<file path="src/rtl/dvi_link_sequencer_if.sv">
// rtl/dvi_link_sequencer_if.sv - lock, vsync and link-control bundle for the DVI link sequencer
interface dvi_link_sequencer_if #(
  parameter int RELOCK_COUNT_WIDTH = 8
);

  // Inputs to the sequencer (locks are asynchronous to the pixel clock)
  logic                          pll_lock;
  logic                          pll_lock_ser;
  logic                          vsync_in;

  // Registered control outputs of the sequencer
  logic                          ser_reset;
  logic                          source_reset;
  logic                          video_enable;
  logic                          link_up;
  logic [2:0]                    state;
  logic [RELOCK_COUNT_WIDTH-1:0] relock_count;

  // Sequencer side
  modport master (
    input  pll_lock,
    input  pll_lock_ser,
    input  vsync_in,
    output ser_reset,
    output source_reset,
    output video_enable,
    output link_up,
    output state,
    output relock_count
  );

  // Clock-source / observer side
  modport slave (
    output pll_lock,
    output pll_lock_ser,
    output vsync_in,
    input  ser_reset,
    input  source_reset,
    input  video_enable,
    input  link_up,
    input  state,
    input  relock_count
  );

endinterface

</file>
<file path="src/rtl/dvi_link_sequencer.sv">
// rtl/dvi_link_sequencer.sv - DVI transmit bring-up and lock-loss recovery sequencer
module dvi_link_sequencer #(
  parameter int LOCK_STABLE_CYCLES = 1024,
  parameter int SER_RESET_CYCLES   = 16,
  parameter int SOURCE_HOLD_CYCLES = 4,
  parameter int BLANK_FRAMES       = 2,
  parameter int RELOCK_COUNT_WIDTH = 8
) (
  input  logic                 clock,
  input  logic                 reset,
  dvi_link_sequencer_if.master bus
);

  typedef enum logic [2:0] {
    ST_WAIT_LOCK    = 3'd0,
    ST_LOCK_STABLE  = 3'd1,
    ST_SER_RESET    = 3'd2,
    ST_START_SOURCE = 3'd3,
    ST_BLANK        = 3'd4,
    ST_ACTIVE       = 3'd5
  } state_t;

  // One shared cycle counter serves the three timed states, so it is sized
  // for the longest of them.
  localparam int CNT_MAX_AB = (LOCK_STABLE_CYCLES > SER_RESET_CYCLES) ?
                              LOCK_STABLE_CYCLES : SER_RESET_CYCLES;
  localparam int CNT_MAX    = (CNT_MAX_AB > SOURCE_HOLD_CYCLES) ?
                              CNT_MAX_AB : SOURCE_HOLD_CYCLES;
  localparam int CNT_W      = (CNT_MAX > 1) ? $clog2(CNT_MAX) : 1;
  localparam int EDGE_W     = (BLANK_FRAMES > 0) ? $clog2(BLANK_FRAMES + 1) : 1;

  localparam logic [CNT_W-1:0]  STABLE_LAST = CNT_W'(LOCK_STABLE_CYCLES - 1);
  localparam logic [CNT_W-1:0]  SER_LAST    = CNT_W'(SER_RESET_CYCLES - 1);
  localparam logic [CNT_W-1:0]  SOURCE_LAST = CNT_W'(SOURCE_HOLD_CYCLES - 1);
  localparam logic [EDGE_W-1:0] EDGE_LAST   = EDGE_W'(BLANK_FRAMES);
  localparam logic [RELOCK_COUNT_WIDTH-1:0] RELOCK_MAX = {RELOCK_COUNT_WIDTH{1'b1}};

  // Output bit order: {ser_reset, source_reset, video_enable, link_up}
  function automatic logic [3:0] f_outputs(input state_t s);
    logic [3:0] v;
    v = 4'b1100;
    case (s)
      ST_WAIT_LOCK:    v = 4'b1100;
      ST_LOCK_STABLE:  v = 4'b1100;
      ST_SER_RESET:    v = 4'b1100;
      ST_START_SOURCE: v = 4'b0100;
      ST_BLANK:        v = 4'b0000;
      ST_ACTIVE:       v = 4'b0011;
      default:         v = 4'b1100;
    endcase
    return v;
  endfunction

  logic                          r_lock_pix_s1;
  logic                          r_lock_pix_s2;
  logic                          r_lock_ser_s1;
  logic                          r_lock_ser_s2;
  logic                          r_lock_ok;
  logic                          r_vsync_d;
  logic                          w_vs_edge;

  state_t                        r_state;
  logic [CNT_W-1:0]              r_cnt;
  logic [EDGE_W-1:0]             r_edge_cnt;
  logic [RELOCK_COUNT_WIDTH-1:0] r_relock_count;
  logic                          r_ser_reset;
  logic                          r_source_reset;
  logic                          r_video_enable;
  logic                          r_link_up;

  // Two-flop synchronisers per PLL lock; lock_ok is the registered AND of both,
  // so a lock edge reaches the FSM three clocks after it is first sampled.
  always_ff @(posedge clock) begin
    if (reset) begin
      r_lock_pix_s1 <= 1'b0;
      r_lock_pix_s2 <= 1'b0;
      r_lock_ser_s1 <= 1'b0;
      r_lock_ser_s2 <= 1'b0;
      r_lock_ok     <= 1'b0;
    end else begin
      r_lock_pix_s1 <= bus.pll_lock;
      r_lock_pix_s2 <= r_lock_pix_s1;
      r_lock_ser_s1 <= bus.pll_lock_ser;
      r_lock_ser_s2 <= r_lock_ser_s1;
      r_lock_ok     <= r_lock_pix_s2 & r_lock_ser_s2;
    end
  end

  // vsync history is kept in every state so a level already high on BLANK entry is not an edge
  always_ff @(posedge clock) begin
    if (reset) begin
      r_vsync_d <= 1'b0;
    end else begin
      r_vsync_d <= bus.vsync_in;
    end
  end

  assign w_vs_edge = bus.vsync_in & ~r_vsync_d;

  // Bring-up FSM: lock loss outranks every timed or vsync-driven transition;
  // outputs are loaded from the state being entered so they change with the state.
  always_ff @(posedge clock) begin
    if (reset) begin
      r_state        <= ST_WAIT_LOCK;
      r_cnt          <= '0;
      r_edge_cnt     <= '0;
      r_relock_count <= '0;
      {r_ser_reset, r_source_reset, r_video_enable, r_link_up} <= f_outputs(ST_WAIT_LOCK);
    end else if ((r_state != ST_WAIT_LOCK) && !r_lock_ok) begin
      r_state    <= ST_WAIT_LOCK;
      r_cnt      <= '0;
      r_edge_cnt <= '0;
      {r_ser_reset, r_source_reset, r_video_enable, r_link_up} <= f_outputs(ST_WAIT_LOCK);
      if ((r_state == ST_ACTIVE) && (r_relock_count != RELOCK_MAX)) begin
        r_relock_count <= r_relock_count + 1'b1;
      end
    end else begin
      case (r_state)
        ST_WAIT_LOCK: begin
          if (r_lock_ok) begin
            r_state <= ST_LOCK_STABLE;
            r_cnt   <= '0;
            {r_ser_reset, r_source_reset, r_video_enable, r_link_up} <= f_outputs(ST_LOCK_STABLE);
          end
        end
        ST_LOCK_STABLE: begin
          if (r_cnt == STABLE_LAST) begin
            r_state <= ST_SER_RESET;
            r_cnt   <= '0;
            {r_ser_reset, r_source_reset, r_video_enable, r_link_up} <= f_outputs(ST_SER_RESET);
          end else begin
            r_cnt <= r_cnt + 1'b1;
          end
        end
        ST_SER_RESET: begin
          if (r_cnt == SER_LAST) begin
            r_state <= ST_START_SOURCE;
            r_cnt   <= '0;
            {r_ser_reset, r_source_reset, r_video_enable, r_link_up} <= f_outputs(ST_START_SOURCE);
          end else begin
            r_cnt <= r_cnt + 1'b1;
          end
        end
        ST_START_SOURCE: begin
          if (r_cnt == SOURCE_LAST) begin
            r_state    <= ST_BLANK;
            r_cnt      <= '0;
            r_edge_cnt <= '0;
            {r_ser_reset, r_source_reset, r_video_enable, r_link_up} <= f_outputs(ST_BLANK);
          end else begin
            r_cnt <= r_cnt + 1'b1;
          end
        end
        ST_BLANK: begin
          // The first edge only marks a frame boundary; BLANK_FRAMES whole
          // frames follow it before video is let through.
          if (w_vs_edge) begin
            if (r_edge_cnt == EDGE_LAST) begin
              r_state    <= ST_ACTIVE;
              r_edge_cnt <= '0;
              {r_ser_reset, r_source_reset, r_video_enable, r_link_up} <= f_outputs(ST_ACTIVE);
            end else begin
              r_edge_cnt <= r_edge_cnt + 1'b1;
            end
          end
        end
        ST_ACTIVE: begin
          r_cnt <= '0;
        end
        default: begin
          r_state    <= ST_WAIT_LOCK;
          r_cnt      <= '0;
          r_edge_cnt <= '0;
          {r_ser_reset, r_source_reset, r_video_enable, r_link_up} <= f_outputs(ST_WAIT_LOCK);
        end
      endcase
    end
  end

  assign bus.ser_reset    = r_ser_reset;
  assign bus.source_reset = r_source_reset;
  assign bus.video_enable = r_video_enable;
  assign bus.link_up      = r_link_up;
  assign bus.state        = r_state;
  assign bus.relock_count = r_relock_count;

endmodule

</file>
<file path="src/flat_wrapper.sv">
// flat-port wrapper written by rule: the top's interface ports become plain ports
module dvi_link_sequencer_flat 
#(
  parameter int LOCK_STABLE_CYCLES = 1024,
  parameter int SER_RESET_CYCLES   = 16,
  parameter int SOURCE_HOLD_CYCLES = 4,
  parameter int BLANK_FRAMES       = 2,
  parameter int RELOCK_COUNT_WIDTH = 8
)
  (clock, reset, bus_pll_lock, bus_pll_lock_ser, bus_vsync_in, bus_ser_reset, bus_source_reset, bus_video_enable, bus_link_up, bus_state, bus_relock_count);
  dvi_link_sequencer_if #(.RELOCK_COUNT_WIDTH(RELOCK_COUNT_WIDTH)) bus_i ();
  input  logic clock;
  input  logic reset;
  input wire logic [$bits(bus_i.pll_lock)-1:0] bus_pll_lock;
  input wire logic [$bits(bus_i.pll_lock_ser)-1:0] bus_pll_lock_ser;
  input wire logic [$bits(bus_i.vsync_in)-1:0] bus_vsync_in;
  output wire logic [$bits(bus_i.ser_reset)-1:0] bus_ser_reset;
  output wire logic [$bits(bus_i.source_reset)-1:0] bus_source_reset;
  output wire logic [$bits(bus_i.video_enable)-1:0] bus_video_enable;
  output wire logic [$bits(bus_i.link_up)-1:0] bus_link_up;
  output wire logic [$bits(bus_i.state)-1:0] bus_state;
  output wire logic [$bits(bus_i.relock_count)-1:0] bus_relock_count;
  assign bus_i.pll_lock = bus_pll_lock;
  assign bus_i.pll_lock_ser = bus_pll_lock_ser;
  assign bus_i.vsync_in = bus_vsync_in;
  assign bus_ser_reset = bus_i.ser_reset;
  assign bus_source_reset = bus_i.source_reset;
  assign bus_video_enable = bus_i.video_enable;
  assign bus_link_up = bus_i.link_up;
  assign bus_state = bus_i.state;
  assign bus_relock_count = bus_i.relock_count;
  dvi_link_sequencer #(.LOCK_STABLE_CYCLES(LOCK_STABLE_CYCLES), .SER_RESET_CYCLES(SER_RESET_CYCLES), .SOURCE_HOLD_CYCLES(SOURCE_HOLD_CYCLES), .BLANK_FRAMES(BLANK_FRAMES), .RELOCK_COUNT_WIDTH(RELOCK_COUNT_WIDTH)) u_core (.clock(clock), .reset(reset), .bus(bus_i));
endmodule
</file>
<file path="config.mk">
export PLATFORM = sky130hd
export DESIGN_NAME = dvi_link_sequencer_flat
export DESIGN_NICKNAME = d
export VERILOG_FILES = /design/src/rtl/dvi_link_sequencer_if.sv /design/src/rtl/dvi_link_sequencer.sv /design/src/flat_wrapper.sv
export SDC_FILE = /design/constraint.sdc
export NUM_CORES = 1
export LEC_CHECK = 0
export ABC_AREA = 1
export BUFFER_PORTS_ARGS = -buffer_cell sky130_fd_sc_hd__buf_4
export CORE_UTILIZATION = 55
export DETAILED_ROUTE_END_ITERATION = 10
export PLACE_DENSITY = 0.75
export SLEW_MARGIN = 20
export SYNTH_ARGS = -nofsm -noshare
export SYNTH_HDL_FRONTEND = slang
export SYNTH_SLANG_ARGS = --single-unit
export TNS_END_PERCENT = 30
</file>
<file path="constraint.sdc">
create_clock -name clock -period 2.1 [get_ports clock]
set_input_delay 0.42 -clock clock [delete_from_list [all_inputs] [get_ports clock]]
set_output_delay 0.42 -clock clock [all_outputs]
set_load 0.01 [all_outputs]
</file>
-- Yosys cells after proc, flatten, opt, wreduce, memory -nomap -nowiden
Index checks and enable logic that the tools add are counted.
- input bits: 5
- logic and storage cells: 79
- register bits after elaboration: 32
- bitwise operators: 6
- add/subtract/negate cells: 3
- mux-type cells: 30
- eq/ne operators: 16
- reductions and logical operators: 11
- operator list (kind ; number):
    $pmux 10 s5 ; 1
    $mux 10 ; 4
    $mux 3 ; 6
    $pmux 1 s6 ; 3
    $pmux 3 s6 ; 1
    $ne 2x1->1 const B ; 6
    $mux 1 ; 11
    $add 10x1->10 const B ; 1
    $eq 10x10->1 const B ; 1
    $eq 10x2->1 const B ; 1
    $eq 10x4->1 const B ; 1
    $add 8x1->8 const B ; 1
    $ne 8x8->1 const B ; 1
    $reduce_and 7->1 ; 1
    $eq 3x2->1 const B ; 2
    $eq 3x3->1 const B ; 2
    $mux 2 ; 3
    $pmux 2 s3 ; 1
    $not 1->1 ; 4
    $reduce_and 2->1 ; 2
    $reduce_or 4->1 ; 1
    $eq 3x1->1 const B ; 1
    $logic_not 3->1 ; 1
    $reduce_and 3->1 ; 1
    7 further kinds ; 9

-- Depth between registers and ports, before layout
- depth in word-level cells: 4
- gate-level depth with buffers: 10

-- Worst setup path after synthesis
No wires, ideal clock.
- kind: reg2reg
- start: register u_core.r_cnt[0]
- end: register u_core.r_source_reset, in the netlist u_core.bus.source_reset
- slack: 644 ps
- data required time: 1978 ps
- buffers on the path: 0
- data arrival time: 1333 ps
- stages on the path, launching flop included: 11
- cells stage by stage: dfxtp_1 ha_1 nand2_1 nor2_2 nand3b_1 nand2_1 nand3_2 nor2_4 nand2_1 o21ai_1 nand2_1
- longest elaborated chain between the ends: 3
- elaborated cells on any way between the ends: 7
- classes of those cells: 6 x eq/ne; 1 x reduce/logical
- ends and longest elaborated chain (item ; line ; RTL):
    start, declared ; dvi_link_sequencer.sv:63 ; logic [CNT_W-1:0] r_cnt;
    start signal, assigned ; dvi_link_sequencer.sv:132 ; r_cnt <= r_cnt + 1'b1;
    start signal, assigned ; dvi_link_sequencer.sv:141 ; r_cnt <= r_cnt + 1'b1;
    start signal, assigned ; dvi_link_sequencer.sv:151 ; r_cnt <= r_cnt + 1'b1;
    $eq 10x2->1, or another cell as far along ; dvi_link_sequencer.sv:145 ; if (r_cnt == SOURCE_LAST) begin
    $ne 2x1->1 (no source line) ; n/a ;
    $reduce_and 7->1 (no source line) * ; n/a ;
    end signal, assigned ; dvi_link_sequencer.sv:139 ; {r_ser_reset, r_source_reset, r_video_enable, r_link_up} <= f_outputs(ST_START_SOURCE);
    end signal, assigned ; dvi_link_sequencer.sv:149 ; {r_ser_reset, r_source_reset, r_video_enable, r_link_up} <= f_outputs(ST_BLANK);
    end signal, assigned ; dvi_link_sequencer.sv:161 ; {r_ser_reset, r_source_reset, r_video_enable, r_link_up} <= f_outputs(ST_ACTIVE);
    end, declared ; dvi_link_sequencer.sv:67 ; logic r_source_reset;
Mark *: on every way between the ends. The rest lies on a longest branch, timed or not.
A chain may end at the register's enable or synchronous reset.

-- Worst setup path after layout
- start: register u_core.r_state[2], in the netlist u_core.bus.state[2]
- end: register u_core.r_source_reset, in the netlist u_core.bus.source_reset
- longest elaborated chain between the ends: 3
- elaborated cells on any way between the ends: 18
- classes of those cells: 11 x eq/ne; 1 x mux; 1 x bitwise; 5 x reduce/logical
- ends and longest elaborated chain (item ; line ; RTL):
    start, declared ; dvi_link_sequencer.sv:62 ; state_t r_state;
    start signal, assigned ; dvi_link_sequencer.sv:104 ; r_state <= ST_WAIT_LOCK;
    start signal, assigned ; dvi_link_sequencer.sv:110 ; r_state <= ST_WAIT_LOCK;
    start signal, assigned ; dvi_link_sequencer.sv:121 ; r_state <= ST_LOCK_STABLE;
    $eq 3x3->1, or another cell as far along ; dvi_link_sequencer.sv:118 ; case (r_state)
    $ne 2x1->1 (no source line), or another cell as far along ; n/a ;
    $reduce_and 7->1 (no source line) / $reduce_or 2->1 (equally long branches) ; n/a ;
    end signal, assigned ; dvi_link_sequencer.sv:113 ; {r_ser_reset, r_source_reset, r_video_enable, r_link_up} <= f_outputs(ST_WAIT_LOCK);
    end signal, assigned ; dvi_link_sequencer.sv:123 ; {r_ser_reset, r_source_reset, r_video_enable, r_link_up} <= f_outputs(ST_LOCK_STABLE);
    end signal, assigned ; dvi_link_sequencer.sv:130 ; {r_ser_reset, r_source_reset, r_video_enable, r_link_up} <= f_outputs(ST_SER_RESET);
Several ways; a longest one is shown, not always the timed one.

==> impl_metrics.csv <==
group,metric,value,unit
place,routabilityCongestion,0.841,
setup_path,timing.rr.end,"u_core.bus.source_reset",
timing,tightestPinTransition,0.452,ns
floorplan,num_io_pins,20,
routing,viasPerCell,5.04,
floorplan,core,2780,um2
clock_tree,cts.clk_slew.worst_paths,0.09,ns
yosys,synth_nets,235,
place,place_inst,275,
timing,finalHoldViolCount,0,
pwr,combPwrFrac,0.199,
clock_tree,cts_made_buffers,5,
timing,setup_viol,0,
setup_path,path_class,"register to register",
layout,layout.cells.non_filler,283,
pwr,power.switching,413,uW
floorplan,num_rows,19,
global_route,antenna_found_initial,0,
pwr,leakagePower,0.801,nW
yosys,yosysWarnings,0,
pwr,p_sw_frac,0.296,
global_route,grt_overflow,0,
yosys,synth.area.top_cells,"dfxtp_1 (39%), nand2_1 (12%), inv_1 (6.9%), nor2_1 (6.6%), a21oi_1 (3.7%)",
yosys,yosysTopAreaCell,"dfxtp_1",
setup_path,rrSetupSlack,0.37,ns
setup_path,startpoint_type,"register",
clock_tree,cts.sinks,32,
setup_path,cp_max_fo,12,
global_route,grt_max_degree,16,
pwr,intPower,981,uW
routing,highest-signal-layer,"met4",
pwr,p_total,1.39,mW
layout,nNetsFinal,258,
floorplan,initial_core_util,0.591,
layout,drive_above_1_share,0.187,
global_route,grt_pass1_vias,1312,
timing,final_max_slew_viol_count,0,
run_status,status,"finished, final reports clean",
clock_tree,insertion_delay,0.33,ns
routing,first_iter_violations,70,
routing,wl,3020,um
clock_tree,cts_setup_buffers,0,
yosys,avgSynthCellArea,7.21,um2
yosys,synth_top_area_frac,0.390,
yosys,yosysUniqueCellTypes,35,
pwr,pwr-share-clk,0.327,
routing,wl_per_cell,10.7,um
yosys,synth-main-ff-cell,"dfxtp_1",
setup_path,startpoint,"u_core.bus.state[2]",
timing,period_minus_slack,1.73,ns
hold_path,hp-start,"bus_pll_lock",
clock_tree,ctsHoldBuffers,0,
yosys,seq_area_frac_synth,0.390,
yosys,yosysMostFrequentCell,"nand2_1",
routing,firstDrtPassIters,4,
timing,rsz0062_at_grt,"no",
layout,area_delta_synth_final,14.3,%
timing,max_slew_margin,0.698,
yosys,synth_edf_count,0,
place,dp.final_hpwl,2240,um
floorplan,die_area,3210,um2
place,io_buffers,19,
yosys,synthCells,228,
yosys,synth_commonest_cells,"nand2_1 (53), dfxtp_1 (32), inv_1 (30), nor2_1 (29), a21oi_1 (12)",
pwr,p_seq_frac,0.474,
yosys,ys_seq_elements,32,
global_route,grt_pass1_wl,5470,um
pwr,p_per_area,742,nW/um2
hold_path,hold_end,"u_core.r_lock_pix_s1",
routing,drc_errors,0,
timing,fin_tns_setup,0,ns
clock_tree,clk_path_buf_depth,2,
clock_tree,ctsResizeCount,0,
clock_tree,cts_tree,"done",
setup_path,reg2regPathDepth,9,
routing,num_vias,1427,
setup_path,end_kind,"register",
hold_path,holdPathStages,3,
timing,fmax,579,MHz
layout,num_antenna_cells,0,
timing,period_share,0.822,
pwr,vdd_drop_max,0.000702,V
run,maxCapViolations,0,
routing,dr_wl_met2,1400,um
routing,met1_length,1480,um
hold_path,hp-class,"input port to register",
setup_path,arrival,1.94,ns
yosys,async_reset_ff_frac,0,
setup_path,cp.required,2.32,ns
global_route,grt.total_usage,0.218,
floorplan,die_h,56.7,um
clock_tree,htree_levels,2,
clock_tree,cts-root-buf,"clkbuf_4",
timing,finClkSkew,0.00706,ns
routing,wl_met3,97,um
yosys,netlist_area,1640,um2
routing,ant_nets,0,
floorplan,fp.dieW,56.7,um
setup_path,reg2reg_from,"u_core.bus.state[2]",
placed cells by master (no fill, tap or decap), drive strengths merged, types with 2 or more instances in the layout:
master	count
a21oi	13
a31oi	2
dfxtp	32
inv	32
o31ai	2
o21ai	13
nor3	11
nand2	55
or2	3
nand4	3
nand3	11
ha	2
nor2	36
xor2	5
clkbuf	6
buf	19
cell families (layout without fill, tap and decap cells):
kind of cell    Yosys count  count (layout)  share of synthesized area
fa+ha+maj                 2               2                     0.0152
buf+inv                  35              59                     0.0883
compound gates           31              31                      0.121
flops                    32              32                      0.390
simple gates            122             122                      0.353
xor+xnor                  6               6                     0.0320
layout make-up:
class | instances | area, um2
Timing Repair Buffer | 19 | 143
Fill cell | 250 | 903
Inverter | 32 | 123
Clock inverter | 2 | 35.0
Multi-Input combinational cell | 161 | 857
Clock buffer | 6 | 41.3
Tap cell | 31 | 38.8
Sequential cell | 32 | 641
flip-flops by register name, indices dropped and copies added (netlist names):
signal	count
u_core.r_edge_cnt	2
u_core.r_vsync_d	1
u_core.r_cnt	10
u_core.r_lock_pix_s1	1
u_core.bus.relock_count	8
u_core.r_lock_pix_s2	1
u_core.bus.ser_reset	1
u_core.bus.video_enable	1
u_core.bus.source_reset	1
u_core.r_lock_ser_s2	1
u_core.bus.state	3
u_core.r_lock_ser_s1	1
u_core.r_lock_ok	1
power by group through the flow:
stage	clock network (mW)	logic (mW)	registers (mW)
floorplan	0	0.205	0.675
global placement	0	0.277	0.675
detailed placement	0	0.279	0.675
CTS	0.462	0.280	0.661
global route	0.494	0.314	0.666
finish	0.456	0.277	0.661
stage by stage:
stage / hold WS, ns / instance area [um2] / util / setup WS (ns)
2_1_floorplan: 0.388 / 1640 / - / 0.644
3_3_place_gp: 0.390 / 1800 / 0.648 / 0.481
3_5_place_dp: 0.403 / 1800 / 0.648 / 0.402
4_1_cts: 0.285 / 1880 / 0.675 / 0.382
5_1_grt: 0.279 / 1880 / 0.675 / 0.199
6_report: 0.292 / 1880 / 0.675 / 0.374
how the worst max path moves through the flow:
stage                                         end  slack, ns  cells past startpoint
final                     u_core.bus.source_reset       0.37                      9
after global routing      u_core.bus.source_reset       0.20                      9
after CTS                 u_core.bus.source_reset       0.38                      9
after detailed placement  u_core.bus.source_reset       0.40                      9
after global placement    u_core.bus.source_reset       0.48                      9
after floorplan           u_core.bus.source_reset       0.64                     10
layer usage:
metal	track usage	up-vias
met2	0.348	20
met4	0.101	0
met3	0.0530	5
met1	0.277	632
li1	-	770
met5	0	-
worst max-delay path, stage by stage, from the launching register on:
cell	delay, ns
dfxtp_1	0.61
inv_1	0.16
nand2_1	0.11
nor2_1	0.07
nand2_1	0.13
nand3_2	0.14
nor2_4	0.17
nand2_1	0.09
o21ai_1	0.08
nand2_1	0.06
(Power assumes the default switching activity.)
